===== src/rtl/axi_read_burst_issuer.sv =====
`default_nettype none
// ============================================================================
// Module      : axi_read_burst_issuer
// Description : AXI4 read-address generator. Turns one (start address, byte
//               count) request into a train of full-length INCR bursts on AR,
//               throttled by a count of bursts whose last R beat has not yet
//               returned. Pulses ctrl_done once every burst has completed.
// Revision    : 1.0 - initial release
// ----------------------------------------------------------------------------
// Ports
//   clk                      : single clock for all logic
//   rst                      : asynchronous, active-high reset
//   ctrl_start               : one-cycle request strobe (accepted in IDLE only)
//   ctrl_addr_offset         : start byte address, beat-aligned internally
//   ctrl_xfer_size_in_bytes  : byte count of the request
//   ctrl_done                : one-cycle completion pulse
//   busy                     : high from the cycle after an accepted start
//                              through the ctrl_done cycle
//   m_axi_arvalid/arready    : AR handshake
//   m_axi_araddr/arlen       : burst start address / beats minus one
//   m_axi_rvalid/rready/rlast: R channel, observed to retire bursts
// ============================================================================
module axi_read_burst_issuer #(
    parameter int C_ADDR_WIDTH       = 64,
    parameter int C_DATA_WIDTH       = 512,
    parameter int C_XFER_SIZE_WIDTH  = 32,
    parameter int C_MAX_BURST_LENGTH = 64,
    parameter int C_MAX_OUTSTANDING  = 16
) (
    input  logic                         clk,
    input  logic                         rst,
    input  logic                         ctrl_start,
    input  logic [C_ADDR_WIDTH-1:0]      ctrl_addr_offset,
    input  logic [C_XFER_SIZE_WIDTH-1:0] ctrl_xfer_size_in_bytes,
    output logic                         ctrl_done,
    output logic                         busy,
    output logic                         m_axi_arvalid,
    input  logic                         m_axi_arready,
    output logic [C_ADDR_WIDTH-1:0]      m_axi_araddr,
    output logic [7:0]                   m_axi_arlen,
    input  logic                         m_axi_rvalid,
    input  logic                         m_axi_rready,
    input  logic                         m_axi_rlast
);

    localparam int C_BPB      = C_DATA_WIDTH / 8;
    localparam int C_BPB_LOG2 = $clog2(C_BPB);
    localparam int C_MBL_LOG2 = $clog2(C_MAX_BURST_LENGTH);
    localparam int C_CNT_W    = $clog2(C_MAX_OUTSTANDING + 1);
    // One extra bit so the ceil() rounding add can never overflow.
    localparam int C_BEAT_W   = C_XFER_SIZE_WIDTH + 1;

    localparam logic [C_BEAT_W-1:0]     C_BPB_M1      = C_BEAT_W'(C_BPB - 1);
    localparam logic [C_BEAT_W-1:0]     C_MBL_M1      = C_BEAT_W'(C_MAX_BURST_LENGTH - 1);
    localparam logic [C_BEAT_W-1:0]     C_ONE         = C_BEAT_W'(1);
    localparam logic [C_BEAT_W-1:0]     C_TWO         = C_BEAT_W'(2);
    localparam logic [C_ADDR_WIDTH-1:0] C_ALIGN_MASK  = ~C_ADDR_WIDTH'(C_BPB - 1);
    localparam logic [C_ADDR_WIDTH-1:0] C_BURST_BYTES = C_ADDR_WIDTH'(C_MAX_BURST_LENGTH * C_BPB);
    localparam logic [7:0]              C_FULL_LEN    = 8'(C_MAX_BURST_LENGTH - 1);
    localparam logic [C_CNT_W-1:0]      C_MAX_OUT     = C_CNT_W'(C_MAX_OUTSTANDING);
    localparam logic [C_CNT_W-1:0]      C_CNT_ONE     = C_CNT_W'(1);

    typedef enum logic [2:0] {
        S_IDLE  = 3'd0,
        S_CALC  = 3'd1,
        S_ISSUE = 3'd2,
        S_DRAIN = 3'd3,
        S_DONE  = 3'd4
    } state_t;

    state_t                       r_state;
    state_t                       w_state_next;
    logic [C_XFER_SIZE_WIDTH-1:0] r_size;
    logic [C_ADDR_WIDTH-1:0]      r_araddr;
    logic [7:0]                   r_arlen;
    logic [7:0]                   r_last_len;
    logic [C_BEAT_W-1:0]          r_bursts_left;
    logic [C_CNT_W-1:0]           r_outstanding;

    logic                         w_arvalid;
    logic                         w_done;
    logic                         w_ar_hs;
    logic                         w_r_last_hs;
    logic                         w_last_burst;
    logic [C_BEAT_W-1:0]          w_beats;
    logic [C_BEAT_W-1:0]          w_bursts;
    logic [7:0]                   w_last_len;

    // Burst geometry, consumed only in CALC while r_size is stable.
    assign w_beats      = ({1'b0, r_size} + C_BPB_M1) >> C_BPB_LOG2;
    assign w_bursts     = (w_beats + C_MBL_M1) >> C_MBL_LOG2;
    assign w_last_len   = 8'((w_beats - C_ONE) & C_MBL_M1);
    assign w_last_burst = (r_bursts_left == C_ONE);
    assign w_ar_hs      = w_arvalid & m_axi_arready;
    assign w_r_last_hs  = m_axi_rvalid & m_axi_rready & m_axi_rlast;

    // ------------------------------------------------------------------
    // FSM state register
    // ------------------------------------------------------------------
    always_ff @(posedge clk or posedge rst) begin
        if (rst) begin
            r_state <= S_IDLE;
        end else begin
            r_state <= w_state_next;
        end
    end

    // ------------------------------------------------------------------
    // FSM next state and outputs
    // ------------------------------------------------------------------
    always_comb begin
        w_state_next = r_state;
        w_arvalid    = 1'b0;
        w_done       = 1'b0;
        case (r_state)
            S_IDLE: begin
                if (ctrl_start) begin
                    w_state_next = S_CALC;
                end
            end
            S_CALC: begin
                w_state_next = (r_size == '0) ? S_DRAIN : S_ISSUE;
            end
            S_ISSUE: begin
                // Throttle on the registered count: the count can only rise
                // through our own handshake, so an asserted arvalid stays up.
                w_arvalid = (r_outstanding < C_MAX_OUT);
                if (w_arvalid && m_axi_arready && w_last_burst) begin
                    w_state_next = S_DRAIN;
                end
            end
            S_DRAIN: begin
                if (r_outstanding == '0) begin
                    w_state_next = S_DONE;
                end
            end
            S_DONE: begin
                w_done       = 1'b1;
                w_state_next = S_IDLE;
            end
            default: begin
                w_state_next = S_IDLE;
            end
        endcase
    end

    // ------------------------------------------------------------------
    // Request capture and AR address/length sequencing
    // ------------------------------------------------------------------
    always_ff @(posedge clk or posedge rst) begin
        if (rst) begin
            r_size        <= '0;
            r_araddr      <= '0;
            r_arlen       <= '0;
            r_last_len    <= '0;
            r_bursts_left <= '0;
        end else begin
            case (r_state)
                S_IDLE: begin
                    if (ctrl_start) begin
                        r_size   <= ctrl_xfer_size_in_bytes;
                        r_araddr <= ctrl_addr_offset & C_ALIGN_MASK;
                    end
                end
                S_CALC: begin
                    r_bursts_left <= w_bursts;
                    r_last_len    <= w_last_len;
                    r_arlen       <= (w_bursts == C_ONE) ? w_last_len : C_FULL_LEN;
                end
                S_ISSUE: begin
                    // Advance only on a handshake so address/length hold
                    // stable while arvalid waits on arready.
                    if (w_ar_hs && !w_last_burst) begin
                        r_bursts_left <= r_bursts_left - C_ONE;
                        r_araddr      <= r_araddr + C_BURST_BYTES;
                        r_arlen       <= (r_bursts_left == C_TWO) ? r_last_len : C_FULL_LEN;
                    end
                end
                default: begin
                end
            endcase
        end
    end

    // ------------------------------------------------------------------
    // Outstanding-burst counter: +1 per AR handshake, -1 per last R beat.
    // A stray last beat at zero is dropped rather than wrapping.
    // ------------------------------------------------------------------
    always_ff @(posedge clk or posedge rst) begin
        if (rst) begin
            r_outstanding <= '0;
        end else begin
            case ({w_ar_hs, w_r_last_hs})
                2'b10: r_outstanding <= r_outstanding + C_CNT_ONE;
                2'b01: begin
                    if (r_outstanding != '0) begin
                        r_outstanding <= r_outstanding - C_CNT_ONE;
                    end
                end
                default: begin
                end
            endcase
        end
    end

    assign m_axi_arvalid = w_arvalid;
    assign m_axi_araddr  = r_araddr;
    assign m_axi_arlen   = r_arlen;
    assign ctrl_done     = w_done;
    assign busy          = (r_state != S_IDLE);

endmodule
`default_nettype wire


===== config.mk =====
export PLATFORM = sky130hd
export DESIGN_NAME = axi_read_burst_issuer
export DESIGN_NICKNAME = d
export VERILOG_FILES = /design/src/rtl/axi_read_burst_issuer.sv
export SDC_FILE = /design/constraint.sdc
export NUM_CORES = 1
export LEC_CHECK = 0
export ABC_AREA = 0
export BUFFER_PORTS_ARGS = -buffer_cell sky130_fd_sc_hd__buf_2
export CAP_MARGIN = 0
export CELL_PAD_IN_SITES_DETAIL_PLACEMENT = 0
export CELL_PAD_IN_SITES_GLOBAL_PLACEMENT = 2
export CORE_MARGIN = 8
export CORE_UTILIZATION = 33
export CTS_BUF_LIST = sky130_fd_sc_hd__clkbuf_16
export CTS_CLUSTER_DIAMETER = 50
export DETAILED_ROUTE_END_ITERATION = 8
export HOLD_SLACK_MARGIN = 0.02
export PLACE_DENSITY = 0.89
export REMOVE_ABC_BUFFERS = 1
export SLEW_MARGIN = 40
export SYNTH_ARGS = -nofsm -noshare
export SYNTH_HDL_FRONTEND = slang
export SYNTH_SLANG_ARGS = --single-unit

===== constraint.sdc =====
create_clock -name clk -period 5.2 [get_ports clk]
set_clock_uncertainty 0.05 [all_clocks]
set_input_delay 0.78 -clock clk [delete_from_list [all_inputs] [get_ports clk]]
set_output_delay 0.78 -clock clk [all_outputs]
set_load 0.005 [all_outputs]

Word-level counts from Yosys, hierarchy flattened
Cells that the tools add are included.
{ "op_classes": {"n_addsub": 7, "mul": 0, "n_div": 0, "n_lt_le_gt_ge": 1, "n_eq_ne": 14, "shift": 0, "mux": 18, "n_bitwise": 3, "n_reduce_logical": 17} }
{ "op_table": {"columns": ["op", "count"], "rows": [
  ["$mux W64", 2],
  ["$pmux W64 S2", 1],
  ["$pmux W33 S2", 1],
  ["$add A64 B13 Y64 const B", 1],
  ["$add A32 B6 Y33 const B", 1],
  ["$eq A33 B1 Y1 const B", 1],
  ["$eq A33 B2 Y1 const B", 1],
  ["$mux W33", 1],
  ["$sub A33 B1 Y33 const B", 1],
  ["$logic_not A32 Y1", 1],
  ["$add A27 B6 Y28 const B", 1],
  ["$eq A22 B1 Y1 const B", 1],
  ["$pmux W8 S2", 1],
  ["$mux W6", 2],
  ["$pmux W3 S4", 1],
  ["$ne A2 B2 Y1 const B", 5],
  ["$pmux W5 S2", 1],
  ["$mux W3", 3],
  ["$mux W8", 1],
  ["$eq A3 B2 Y1 const B", 2],
  ["$reduce_and A2 Y1", 3],
  ["$reduce_and A3 Y1", 2],
  ["$reduce_bool A2 Y1", 3],
  ["$sub A6 B1 Y6 const B", 1],
  ["16 further kinds", 22]
]} }
{ "totals": {"register_bits": 151, "latchBits": 0, "mem_bits_rw": 0, "rom_bits": 0, "input_bits": 103, "out_inout_bits": 75, "memories": 0} }

Depth between registers and ports, before layout
Gate-level depths: netlist of run 1.
{ "logic_depth": {"ltp_word": 6, "ltp_mapped": 16} }

Worst setup path after synthesis of run 1
OpenSTA, ideal clock, no wires.
{ "synth_path": {"path_type": "register to register", "startpoint": "register r_size[4]", "endpoint": "register r_arlen[1], in the netlist m_axi_arlen[1]", "setup_ns": 0.163, "arrival_ns": 4.097, "required_ns": 4.987, "path_slack_ns": 0.890, "path_stages_with_launch": 16, "n_path_buf": 2, "period_less_slack_ns": 4.310, "cell_sequence": "dfrtp_1 nor4_1 buf_2 nand2_1 xnor2_1 ha_1 and2b_1 nand2_1 nor2_1 or4_1 or3_1 clkbuf_2 a2111o_1 or4_4 a2111oi_4 a41oi_1"} }
{ "synth_via": {"elab_chain_cells": 5, "elab_cells_between_ends": 6, "classes_between": "add/sub (3); eq/ne (1); mux (2)"} }
{ "synth_rtl": {"columns": ["item", "line", "text"], "rows": [
  ["start: declaration", "73", "logic [C_XFER_SIZE_WIDTH-1:0] r_size;"],
  ["start signal: assignment", "161", "r_size <= ctrl_xfer_size_in_bytes;"],
  ["$add A32 B6 Y33 (*)", "90", "assign w_beats = ({1'b0, r_size} + C_BPB_M1) >> C_BPB_LOG2;"],
  ["$add A27 B6 Y28", "91", "assign w_bursts = (w_beats + C_MBL_M1) >> C_MBL_LOG2;"],
  ["$eq A22 B1 Y1", "168", "r_arlen <= (w_bursts == C_ONE) ? w_last_len : C_FULL_LEN;"],
  ["$mux W6 (*)", "168", null],
  ["$pmux W8 S2 (*)", "158", "case (r_state)"],
  ["end signal: assignment", "168", null],
  ["end signal: assignment", "176", "r_arlen <= (r_bursts_left == C_TWO) ? r_last_len : C_FULL_LEN;"],
  ["end: declaration", "75", "logic [7:0] r_arlen;"]
]} }
Every way passes the cells marked *; elsewhere a longest branch is shown, timed or not.
A chain may end at the register's enable or synchronous reset.

Worst setup path after layout of run 1
{ "layout_path": {"startpoint": "register r_size[4]", "endpoint": "register r_arlen[2], in the netlist m_axi_arlen[2]"} }
The elaborated chain is that of the path after synthesis.

==> results of run 1 <==
through the flow:
step / setup TNS, ns / setup WS (ns) / util (%)
finish: 0 / 0.606 / 39.5
global route: 0 / 0.283 / 39.5
CTS: 0 / 0.589 / 39.5
detailed placement: 0 / 0.624 / 37.3
global placement: 0 / 0.696 / 37.3
floorplan: -417.11 / -4.93 / -
worst min-delay path by stage:
stage	startpoint	to	cells after the start
after detailed placement	r_last_len[0]	r_last_len[0]	2
after floorplan	r_last_len[0]	r_last_len[0]	2
after CTS	r_last_len[0]	r_last_len[0]	2
final	rst	m_axi_araddr[58]	2
after global routing	rst	m_axi_araddr[56]	2
after global placement	r_last_len[0]	r_last_len[0]	2
placed cells by master, fill, tap and decap left out, types with 27 or more instances in the layout:
master     n
buf_2    163
dfrtp_1  143
nand2_1  127
a21oi_1  121
nor2_1   117
o21ai_0   79
nand3_1   40
mux2_2    35
nor3_1    29
xnor2_1   29
o22ai_1   27
final cells by class:
type	instances	share of cell area (%)
Multi-Input combinational cell	842	46.7
Sequential cell	143	34.0
Timing Repair Buffer	179	8.93
Tap cell	341	4.06
Clock buffer	17	4.04
Clock inverter	15	1.44
Inverter	21	0.821
power groups by stage:
stage / registers [W] / clock network, W / logic [W]
5_1_grt: 0.00236 / 0.00130 / 0.00330
6_report: 0.00227 / 0.00123 / 0.00291
2_1_floorplan: 0.00212 / 0 / 0.00194
3_3_place_gp: 0.00226 / 0 / 0.00289
3_5_place_dp: 0.00228 / 0 / 0.00292
4_1_cts: 0.00226 / 0.00126 / 0.00293
flip-flops by register name, indices dropped and copies added (netlist names):
register and count:
r_outstanding 5, r_last_len 6, r_state 3, m_axi_araddr 58
r_size 32, r_bursts_left 33, m_axi_arlen 6
cells by family (layout without fill, tap and decap cells):
logic type / after synthesis / in the layout
multiplexers: 37 / 37
other: 1 / 8
flip-flops: 143 / 143
AND/OR/NAND/NOR: 433 / 433
AO/OA/AOI/OAI: 311 / 311
adder cells (fa/ha/maj): 9 / 9
XOR/XNOR: 44 / 44
buffers and inverters: 96 / 232
layer usage:
layer / wire, um / GRT usage (%) / up-vias
met5: 0 / 0 / -
met4: 248 / 4.30 / 0
met3: 1620 / 3.83 / 20
met2: 11800 / 25.0 / 259
met1: 12600 / 21.6 / 3913
li1: - / - / 4141
critical path, delay by kind of cell (launching register included):
kind | cells | cell delay (ns)
AOI/OAI and AO/OA | 2 | 0.70
and+or+nand+nor | 8 | 2.43
adders and majority gates | 1 | 0.30
xor gates and xnor gates | 1 | 0.23
buffers and inverters | 1 | 0.17
muxes | 1 | 0.16
DFF | 1 | 0.38
==> metrics.md, run 1 <==
| Metric | Value |
|---|---|
| Maxcap violations | 0 |
| Area of the core | 26700 um2 |
| Horiz. Die Dim | 180 um |
| FF-to-FF setup slack | 0.61 ns |
| Sw power | about 0.0029 W |
| Min Clock Period, post-route | 4.59 ns |
| Syn Area/Cell | 8.24 um2 |
| Worst IR Drop VDD | 264 uV |
| Top cell types by occurrence after synthesis | 143 x dfrtp_1, 129 x nand2_1, 121 x a21oi_1, 118 x nor2_1, 79 x o21ai_0 |
| Vias in the first global route | approximately 8.2k |
| Worst hold slack | approximately 0.41 ns |
| CP Class | reg -> reg |
| H-tree level count | 4 |
| Combinational share of power | between 40% and 50% |
| Part of the Yosys area used for sequential elements | 40.4% |
| Initial antenna violation count | 0 |
| Synth Flop Type | dfrtp_1 |
| DRT iter0 DRCs | 597 |
| First-pass DRT Iterations | 5 |
| First-pass GRT wire length | 43200 um |
| FILL cells | 2763 |
| Syn Inst Count | 1074 |
| CTS Buffer Depth | 2 |
| Most frequent cell after synthesis | dfrtp_1 |
| Post_cts resized | 0 |
| Final hold violations | 0 |
| Slew Limit Fails | 0 |
| Synthesized area | 8850 um2 |
| Gr ovfl total | 0 |
| Area leader, netlist | dfrtp_1 |
| Critical path origin | r_size[4] |
| Synth top area cells | dfrtp_1 40%, a21oi_1 6.8%, nand2_1 5.5% |
| Max incr delay on CP | 0.57 ns |
| TritonCTS buffer count | 17 |
| Min-delay worst type | in -> async |
| Highest Clock Rate | 218 MHz |
| Die area | 32300 um2 |
| Row count | 60 |
| Worst reg2reg path startpoint | r_size[4] |
| Hold_buf cts | 0 |
| Proportion of layout cells with a drive suffix above 1 | 22.2% |
| Finished Cell Area | 10500 um2 |
| Post-synthesis simple-gate area fraction | a little under a quarter |
| Number of distinct library cells after synthesis | 73 |
| Worst-case reg-to-reg path depth | 14 |
| Synth Area in Adders | under 10% |
| Largest family of logic cells by synthesized area | simple AND/OR/NAND/NOR gates |
| CP Capture Type | flop |
| HPWL after detailed placement | 18800 um |
| Die height | between 150 and 200 um |
| CP max-delay cell | or4_1 |
| Post-CTS Setup Bufs | 0 |
| Mux share of post-synthesis cell area | under 10% |
| DR DRC count | 0 |
| Post-placement cell area | 9940 um2 |
| Root Driver | clkbuf_16 |
| Worst Path Required | 5.41 ns |
| Initial Util | 33.2% |
| Largest fanout on the critical path | 6 |
| CP dominant cell by count | nand2_1 |
| Routed vias | about 8.3k |
| Routed Antenna Nets | 0 |
| RSZ-0062 raised after global routing | false |
| Register area | 3580 um2 |
| Top Ports | approximately 180 |
| Final non-filler cell total | 1558 |
| Ant. Diodes | 0 |
| Area grow syn2layout | 18.8% |
| Via/cell ratio | 5.35 |
| CTS tree | yes |
| CTS Sinks | 143 |
| EDFF count, synth | 0 |
| Switching Share | 45.6% |
| Async set-reset flop share out of synthesis | 100% |
| Area share of the largest cell type after synthesis | 40.4% |
| Internal Power | 0.00349 W |
| FF-to-FF End | m_axi_arlen[2] |
| DP Cell Count | 1526 |
| Final count of negative-setup-slack endpoints | 0 |
| Measured slew at the worst slew-check pin | 0.841 ns |
| Avg WL per Cell | 16.9 um |
| Clk pwr share | 19.1% |
| Multi-input gate area | 4910 um2 |
| Post-synthesis compound-gate area fraction | 21.1% |
| Power per Cell Area | approximately 610 nW/um2 |
| Reg power frac | 35.4% |
| Largest net degree at the start of global routing | 99 |
| Clock transition at path regs | 0.07 ns |
| Seq cells post-synth | 143 |
| Period utilisation layout | 88.3% |
| GP Congestion | between 0.8 and 0.9 |
| Setup crit start kind | flop |
| Status | finished clean |
| Worst skew pair latency | 0.43 ns |
| Post-Synth XOR/XNOR Area | 4.35% |
| Worst slew margin | 43.9% |
| GR Util All Layers | 15.9% |
| Worst Setup EP | m_axi_arlen[2] |
| Synthesis Warnings | 0 |
| Cell Chain, Critical Path | nor4_1 > nand2_1 > xnor2_1 > ha_1 > and2b_1 > nand2_1 > nor2_1 > or4_1 > or3_1 > buf_4 > mux2i_1 > or4_4 > a2111oi_4 > a41oi_1 |
| Final wirelength | 26300 um |
| Power Total | 0.00641 W |
| WP data arrival | 4.81 ns |
| Fin nets | 1316 |
| Leak | 4.36 nW |
| Input/output buffers | 163 |
(Power assumes the default switching activity.)
==> run 2: changes to the inputs <==
Settings changed: RECOVER_POWER set to 100.
==> run 2 against run 1 <==
Net effect:
- flip-flop and latch count unchanged
- sequential share of layout area up 0.39 points
- via count up 0.20%
- clock-buffer cell count unchanged
- the flow now finishes with violations (capacitance limit, slew limit)
==> metrics.md, run 2 (synthesis gave the netlist of run 1 again) <==
| Metric | Value |
|---|---|
| Status | finished, violations left |
| Failing checks | capacitance limit, slew limit |
| FF-to-FF setup slack | 0.54 ns (-0.06 ns) |
| Worst hold slack | 0.431 ns (+0.0187 ns) |
| Switching Share | 46.1% (+0.54 points) |
| Maxcap violations | 3 (+3) |
| DR DRC count | 0 (unchanged) |
| Combinational share of power | 44.9% (-0.6 points) |
| Final count of negative-setup-slack endpoints | 0 (unchanged) |
| Final wirelength | 26300 um (+0.19%) |
| CTS tree | yes |
| CP Class | reg -> reg |
| Vias in the first global route | 8179 (unchanged) |
| Row count | 60 (unchanged) |
| Worst reg2reg path startpoint | r_size[4] |
| Critical path origin | r_size[4] |
| Gr ovfl total | 0 (unchanged) |
| First-pass DRT Iterations | 5 (unchanged) |
| Worst skew pair latency | 0.43 ns (about the same) |
| TNS Setup | 0 ns (unchanged) |
| Worst slew margin | -156% (-200 points) |
| TritonCTS buffer count | 17 (unchanged) |
| Buf/Inv on CP | 1 (unchanged) |
| Slew Limit Fails | 181 (+181) |
| Max incr delay on CP | 0.57 ns (about the same) |
| Area of the core | 26700 um2 (unchanged) |
| Initial antenna violation count | 0 (unchanged) |
| Measured slew at the worst slew-check pin | 3.84 ns (+2.99 ns) |
| Most frequent cells in the layout | 143 x dfrtp_1, 128 x nand2_1, 121 x a21oi_1, 118 x nor2_1, 111 x buf_2 |
| Largest fanout on the critical path | 6 (unchanged) |
| Reg power frac | 35.8% (+0.4 points) |
| Internal Power | 0.00342 W (-1.8%) |
| Post_cts resized | 0 (unchanged) |
| GP Congestion | 0.897 (unchanged) |
| Cell Chain, Critical Path | nor4_1 > nand2_1 > xnor2_1 > ha_1 > and2b_1 > nand2_1 > nor2_1 > or4_1 > or3_1 > clkbuf_1 > mux2i_1 > or4_1 > a2111oi_4 > a41oi_1 |
| HPWL after detailed placement | 18800 um (unchanged) |
| DRT iter0 DRCs | 579 (-3.0%) |
| Min Clock Period, post-route | 4.66 ns (+0.0636 ns) |
| Area grow syn2layout | 17.5% |
| Commonest non-fill, non-tap cell in the layout | dfrtp_1 |
| Power per Cell Area | 611 nW/um2 (+0.29%) |
| Input/output buffers | 163 (unchanged) |
| Root Driver | clkbuf_16 |
| Routed Antenna Nets | 0 (unchanged) |
| Sw power | 0.00293 W (+0.31%) |
| Routed vias | 8350 (+0.20%) |
| Horiz. Die Dim | 180 um (unchanged) |
| Clock transition at path regs | 0.06 ns (about the same) |
| Highest Clock Rate | 215 MHz (-1.4%) |
| FF-to-FF End | m_axi_arlen[2] |
| Clk pwr share | 19.3% (+0.2 points) |
| WP data arrival | 4.87 ns (+0.06 ns) |
| WHS Endpoint | r_last_len[1] |
| Min-delay worst type | reg -> reg |
| Max reg flops | 58 (unchanged) |
| Hold path depth | 2 |
| Leak | 4.21 nW (-3.6%) |
| Hold_buf cts | 0 (unchanged) |
| Largest net degree at the start of global routing | 99 (unchanged) |
| Worst IR Drop VDD | 258 uV (-2.0%) |
| Proportion of layout cells with a drive suffix above 1 | 16.8% (-5.3 points) |
| Post-Place Worst Slack | 0.624 ns (unchanged) |
| DP Cell Count | 1526 (unchanged) |
| Period utilisation layout | 89.6% (+1.2 points) |
| CTS Buffer Depth | 2 (unchanged) |
| H-tree level count | 4 (unchanged) |
| Post-CTS Setup Bufs | 0 (unchanged) |
| Final non-filler cell total | 1558 (unchanged) |
| CTS Sinks | 143 (unchanged) |
| CP max-delay cell | or4_1 |
| Die area | 32300 um2 (unchanged) |
| Die height | 180 um (unchanged) |
| Setup crit start kind | flop |
| Final worst slack | 0.543 ns (-0.0636 ns) |
| Fin util | 39.0% (-0.45 points) |
| GR Util All Layers | 15.9% (unchanged) |
| Crit. path cell count | 14 (unchanged) |
| Avg WL per Cell | 16.9 um (+0.19%) |
| Initial Util | 33.2% (unchanged) |
| RSZ-0062 raised after global routing | false |
| Worst Path Required | 5.41 ns (about the same) |
| Ant. Diodes | 0 (unchanged) |
| First-pass GRT wire length | 43200 um (unchanged) |
| Via/cell ratio | 5.36 (+0.20%) |
| CP Capture Type | flop |
| Top Ports | 178 (unchanged) |
| Worst-case reg-to-reg path depth | 14 (unchanged) |
| Crit-path leading delay family | simple AND/OR/NAND/NOR gates |
| HP Start | r_last_len[1] |
| Final hold violations | 0 (unchanged) |
| Fin nets | 1316 (unchanged) |
[run 2: worst max path at each step]
stage                        to  slack [ns]
2_1_floorplan  m_axi_araddr[25]       -4.93
3_3_place_gp     m_axi_arlen[4]        0.70
3_5_place_dp     m_axi_arlen[1]        0.62
4_1_cts          m_axi_arlen[2]        0.59
5_1_grt          m_axi_arlen[1]        0.19
6_report         m_axi_arlen[2]        0.54
[run 2: power groups by stage]
| stage | logic [W] | registers, W | clock network, W |
|---|---|---|---|
| 6_report | 0.00285 | 0.00227 | 0.00123 |
| 5_1_grt | 0.00323 | 0.00237 | 0.00130 |
| 4_1_cts | 0.00293 | 0.00226 | 0.00126 |
| 3_5_place_dp | 0.00292 | 0.00228 | 0 |
| 3_3_place_gp | 0.00289 | 0.00226 | 0 |
| 2_1_floorplan | 0.00194 | 0.00212 | 0 |
[run 2: stage by stage]
step	total power (W)	cell area, um2
finish	0.00635	10400
global route	0.00690	10400
CTS	0.00645	10500
detailed placement	0.00520	9940
global placement	0.00515	9930
floorplan	0.00407	8550
[run 2: layer usage]
layer  share of wire (%)  GRT usage, %  wire [um]
met5                   0             0          0
met3                 5.9          3.83       1540
met1                  49          21.6      12800
met2                  45          25.0      11700
met4                 1.1          4.30        278
[run 2: layout make-up]
cell class	instances	area, um2
Fill cell	2802	16300
Multi-Input combinational cell	842	4890
Sequential cell	143	3580
Timing Repair Buffer	179	846
Tap cell	341	427
Clock buffer	17	425
Clock inverter	15	151
Inverter	21	78.8
[run 2: tightest hold or removal path, delay by kind of cell, from the launching register on]
kind	cells	cell delay, ns
flops	1	0.34
compound gates	1	0.06
simple gates	1	0.05
==> run 3: changes to the inputs <==
Settings changed: ABC_AREA 0 to 1, CORE_UTILIZATION 33 to 31.
==> run 3 against run 2 <==
Net effect:
- the run still ends with capacitance limit, slew limit left
- setup slack improved by 0.63 ns
- cell area grew 13%
- largest cell class unchanged
- highest routed layer unchanged
- utilization down 2.6 points
- cell count rose by 36%
- wire length up 28%
- sequential power down 3%
- flip-flop and latch count unchanged
- fmax grew 16%
- clock-buffer cell count is the same
- register-to-register slack gained 0.63 ns
- combinational power is 32% higher
- die area is 19% higher
==> metrics.md, run 3 <==
| Metric | Value |
|---|---|
| Synth Flop Type | dfrtp_1 |
| Proportion of layout cells with a drive suffix above 1 | 12.0% (-4.8 points) |
| CP Class | reg -> reg |
| Routed vias | 10.2k (+22%) |
| Post-synthesis compound-gate area fraction | 13.5% (-7.7 points) |
| Horiz. Die Dim | 196 um (+9.1%) |
| RSZ-0062 raised after global routing | false |
| Final count of negative-setup-slack endpoints | 0 (unchanged) |
| First-pass DRT Iterations | 5 (unchanged) |
| Synthesized area | 10100 um2 (+14%) |
| Mux share of post-synthesis cell area | 1.12% (-3.6 points) |
| Die height | 196 um (+9.1%) |
| Final hold violations | 0 (unchanged) |
| Min Clock Period, post-route | 4.02 ns (-0.634 ns) |
| Failing checks | capacitance limit, slew limit |
| GR Util All Layers | 17.2% (+1.3 points) |
| Synthesis Warnings | 0 (unchanged) |
| Finished Cell Area | 11800 um2 (+13%) |
| Row count | 66 (+10%) |
| Routed Antenna Nets | 0 (unchanged) |
| Post-Place Worst Slack | 1.66 ns (+1.04 ns) |
| Seq cells post-synth | 143 (unchanged) |
| CTS Buffer Depth | 2 (unchanged) |
| Worst skew pair latency | 0.45 ns (+0.02 ns) |
| Largest family of logic cells by synthesized area | simple AND/OR/NAND/NOR gates |
| Syn Inst Count | 1524 (+42%) |
| Largest fanout on the critical path | 15 (+9) |
| Min-delay worst type | reg -> reg |
| Ant. Diodes | 0 (unchanged) |
| CTS tree | yes |
| Synth Area in Adders | 1.19% (-0.16 points) |
| Most frequent cell after synthesis | nand2_1 |
| CTS Sinks | 143 (unchanged) |
| Worst slew margin | -108% (+48 points) |
| DRT iter0 DRCs | 647 (+12%) |
| Area leader, netlist | dfrtp_1 |
| Synth top area cells | dfrtp_1 36%, nand2_1 14%, nor2_1 9.3% |
| Gr ovfl total | 0 (unchanged) |
| Fin util | 36.4% (-2.6 points) |
| Avg WL per Cell | 15.8 um (-6.5%) |
| Post-placement cell area | 11300 um2 (+14%) |
| H-tree level count | 4 (unchanged) |
| CP Capture Type | flop |
| Power per Cell Area | 616 nW/um2 (+0.86%) |
| Period utilisation layout | 77.4% (-12 points) |
| Post-synthesis simple-gate area fraction | 36.9% (+13 points) |
| Via/cell ratio | 4.81 (-10%) |
| Maxcap violations | 4 (+1) |
| Highest Clock Rate | 249 MHz (+16%) |
| First-pass GRT wire length | 52900 um (+22%) |
| Status | finished, violations left |
| Slew Limit Fails | 283 (+56%) |
| Post-Synth XOR/XNOR Area | 3.22% (-1.1 points) |
| Input/output buffers | 163 (unchanged) |
| Power Total | 0.00725 W (+14%) |
| Syn Area/Cell | 6.60 um2 (-20%) |
| Top Ports | 178 (unchanged) |
| Area of the core | 32300 um2 (+21%) |
| Most frequent cells in the layout | 389 x nand2_1, 254 x nor2_1, 163 x inv_1, 143 x dfrtp_1, 114 x buf_2 |
| Multi-input gate area | 5620 um2 (+15%) |
| WP data arrival | 4.31 ns (-0.56 ns) |
| Leak | 5.64 nW (+34%) |
| Post_cts resized | 0 (unchanged) |
| DR DRC count | 0 (unchanged) |
| Root Driver | clkbuf_16 |
| Area grow syn2layout | 16.8% |
| Die area | 38500 um2 (+19%) |
| Worst Path Required | 5.48 ns (+0.07 ns) |
| Max reg flops | 58 (unchanged) |
| Area share of the largest cell type after synthesis | 35.6% (-4.9 points) |
| Initial Util | 31.2% (-2.0 points) |
| Post-CTS Setup Bufs | 0 (unchanged) |
| Largest net degree at the start of global routing | 98 (-1.0%) |
| FILL cells | 3593 (+28%) |
| Final wirelength | 33600 um (+28%) |
| Register area | 3580 um2 (unchanged) |
| TritonCTS buffer count | 17 (unchanged) |
| Measured slew at the worst slew-check pin | 3.10 ns (-0.733 ns) |
| Setup crit start kind | flop |
| Commonest non-fill, non-tap cell in the layout | nand2_1 |
| GP Congestion | 0.907 (+1.2%) |
| Async set-reset flop share out of synthesis | 100% (unchanged) |
| Top cell types by occurrence after synthesis | 388 x nand2_1, 250 x nor2_1, 164 x inv_1, 143 x dfrtp_1, 111 x o21ai_0 |
| EDFF count, synth | 0 (unchanged) |
| Part of the Yosys area used for sequential elements | 35.6% (-4.9 points) |
| HPWL after detailed placement | 25400 um (+35%) |
| Clock transition at path regs | 0.07 ns (about the same) |
| Hold_buf cts | 0 (unchanged) |
| Vias in the first global route | 9864 (+21%) |
| Fin nets | 1782 (+35%) |
| Number of distinct library cells after synthesis | 51 (-30%) |
| Worst IR Drop VDD | 359 uV (+39%) |
| Final worst slack | 1.18 ns (+0.634 ns) |
| Initial antenna violation count | 0 (unchanged) |
run 3: cell types whose count changed in the layout (fill, tap and decap cells not counted), moves of 23 or more:
cell	change
xnor2_1	-23
inv_1	+142
mux2_2	-25
nand3_1	+65
a21oi_1	-55
nand2_1	+261
nor2_1	+136
o21ai_0	+32
run 3: routing by layer:
metal	part of all wire (%)	up-vias	global-route usage [%]
li1	-	5245	-
met2	47	223	28.0
met4	2.2	0	5.78
met5	0	-	0
met1	47	4696	22.5
met3	4.3	50	3.63
run 3: per-stage QoR:
stage	std cells	setup TNS, ns	hold slack [ns]
CTS	2125	0	0.372
finish	2125	0	0.426
floorplan	1480	-138.00	0.394
global route	2125	0	0.449
global placement	2093	0	0.408
detailed placement	2093	0	0.411
run 3: area by class of cell:
type                       count  area share, %
multi-input combinational   1169           47.8
inverter                     168           5.37
clock inverter                15           1.26
clock buffer                  17           3.62
timing repair buffer         171           6.84
tap                          442           4.70
sequential                   143           30.4
run 3: where the power goes:
| part | switching (W) | leakage (nW) | total (W) | internal, W |
|---|---|---|---|---|
| sequential | 0.000600 | 1.69 | 0.00221 | 0.00161 |
| clock | 0.000554 | 0.281 | 0.00126 | 0.000704 |
| combinational | 0.00254 | 3.67 | 0.00377 | 0.00123 |
run 3: kinds of logic after synthesis:
group,count (synthesis)
AND/OR/NAND/NOR,862
AO/OA/AOI/OAI,243
buffers and inverters,219
flip-flops,143
XOR/XNOR,37
multiplexers,10
adder cells (fa/ha/maj),9
other,1
run 3: worst paths after layout:
path,from,endpoint,slack (ns),cells after the start
setup / recovery,r_size[3],m_axi_arlen[2],1.18,17
hold / removal,r_last_len[2],r_last_len[2],0.43,2
setup reg to reg,r_size[3],m_axi_arlen[2],1.18,17
hold reg to reg,r_last_len[2],r_last_len[2],0.43,2
max in group asynchronous,rst,m_axi_araddr[39],1.78,3
min in group asynchronous,rst,m_axi_araddr[51],1.16,2
run 3: worst max-delay path, stage by stage (launching register included):
cell,delay (ns)
dfrtp_1,0.37
nor2_1,0.20
nand3_1,0.57
nand2_1,0.46
nand2_1,0.22
ha_1,0.28
inv_1,0.09
nor3_1,0.08
a21oi_1,0.47
nand3_1,0.14
nand2_1,0.08
nand2_1,0.10
nor2_1,0.14
nand2_1,0.06
nor2_1,0.31
nand3_1,0.13
nand2_1,0.08
nand2_1,0.04
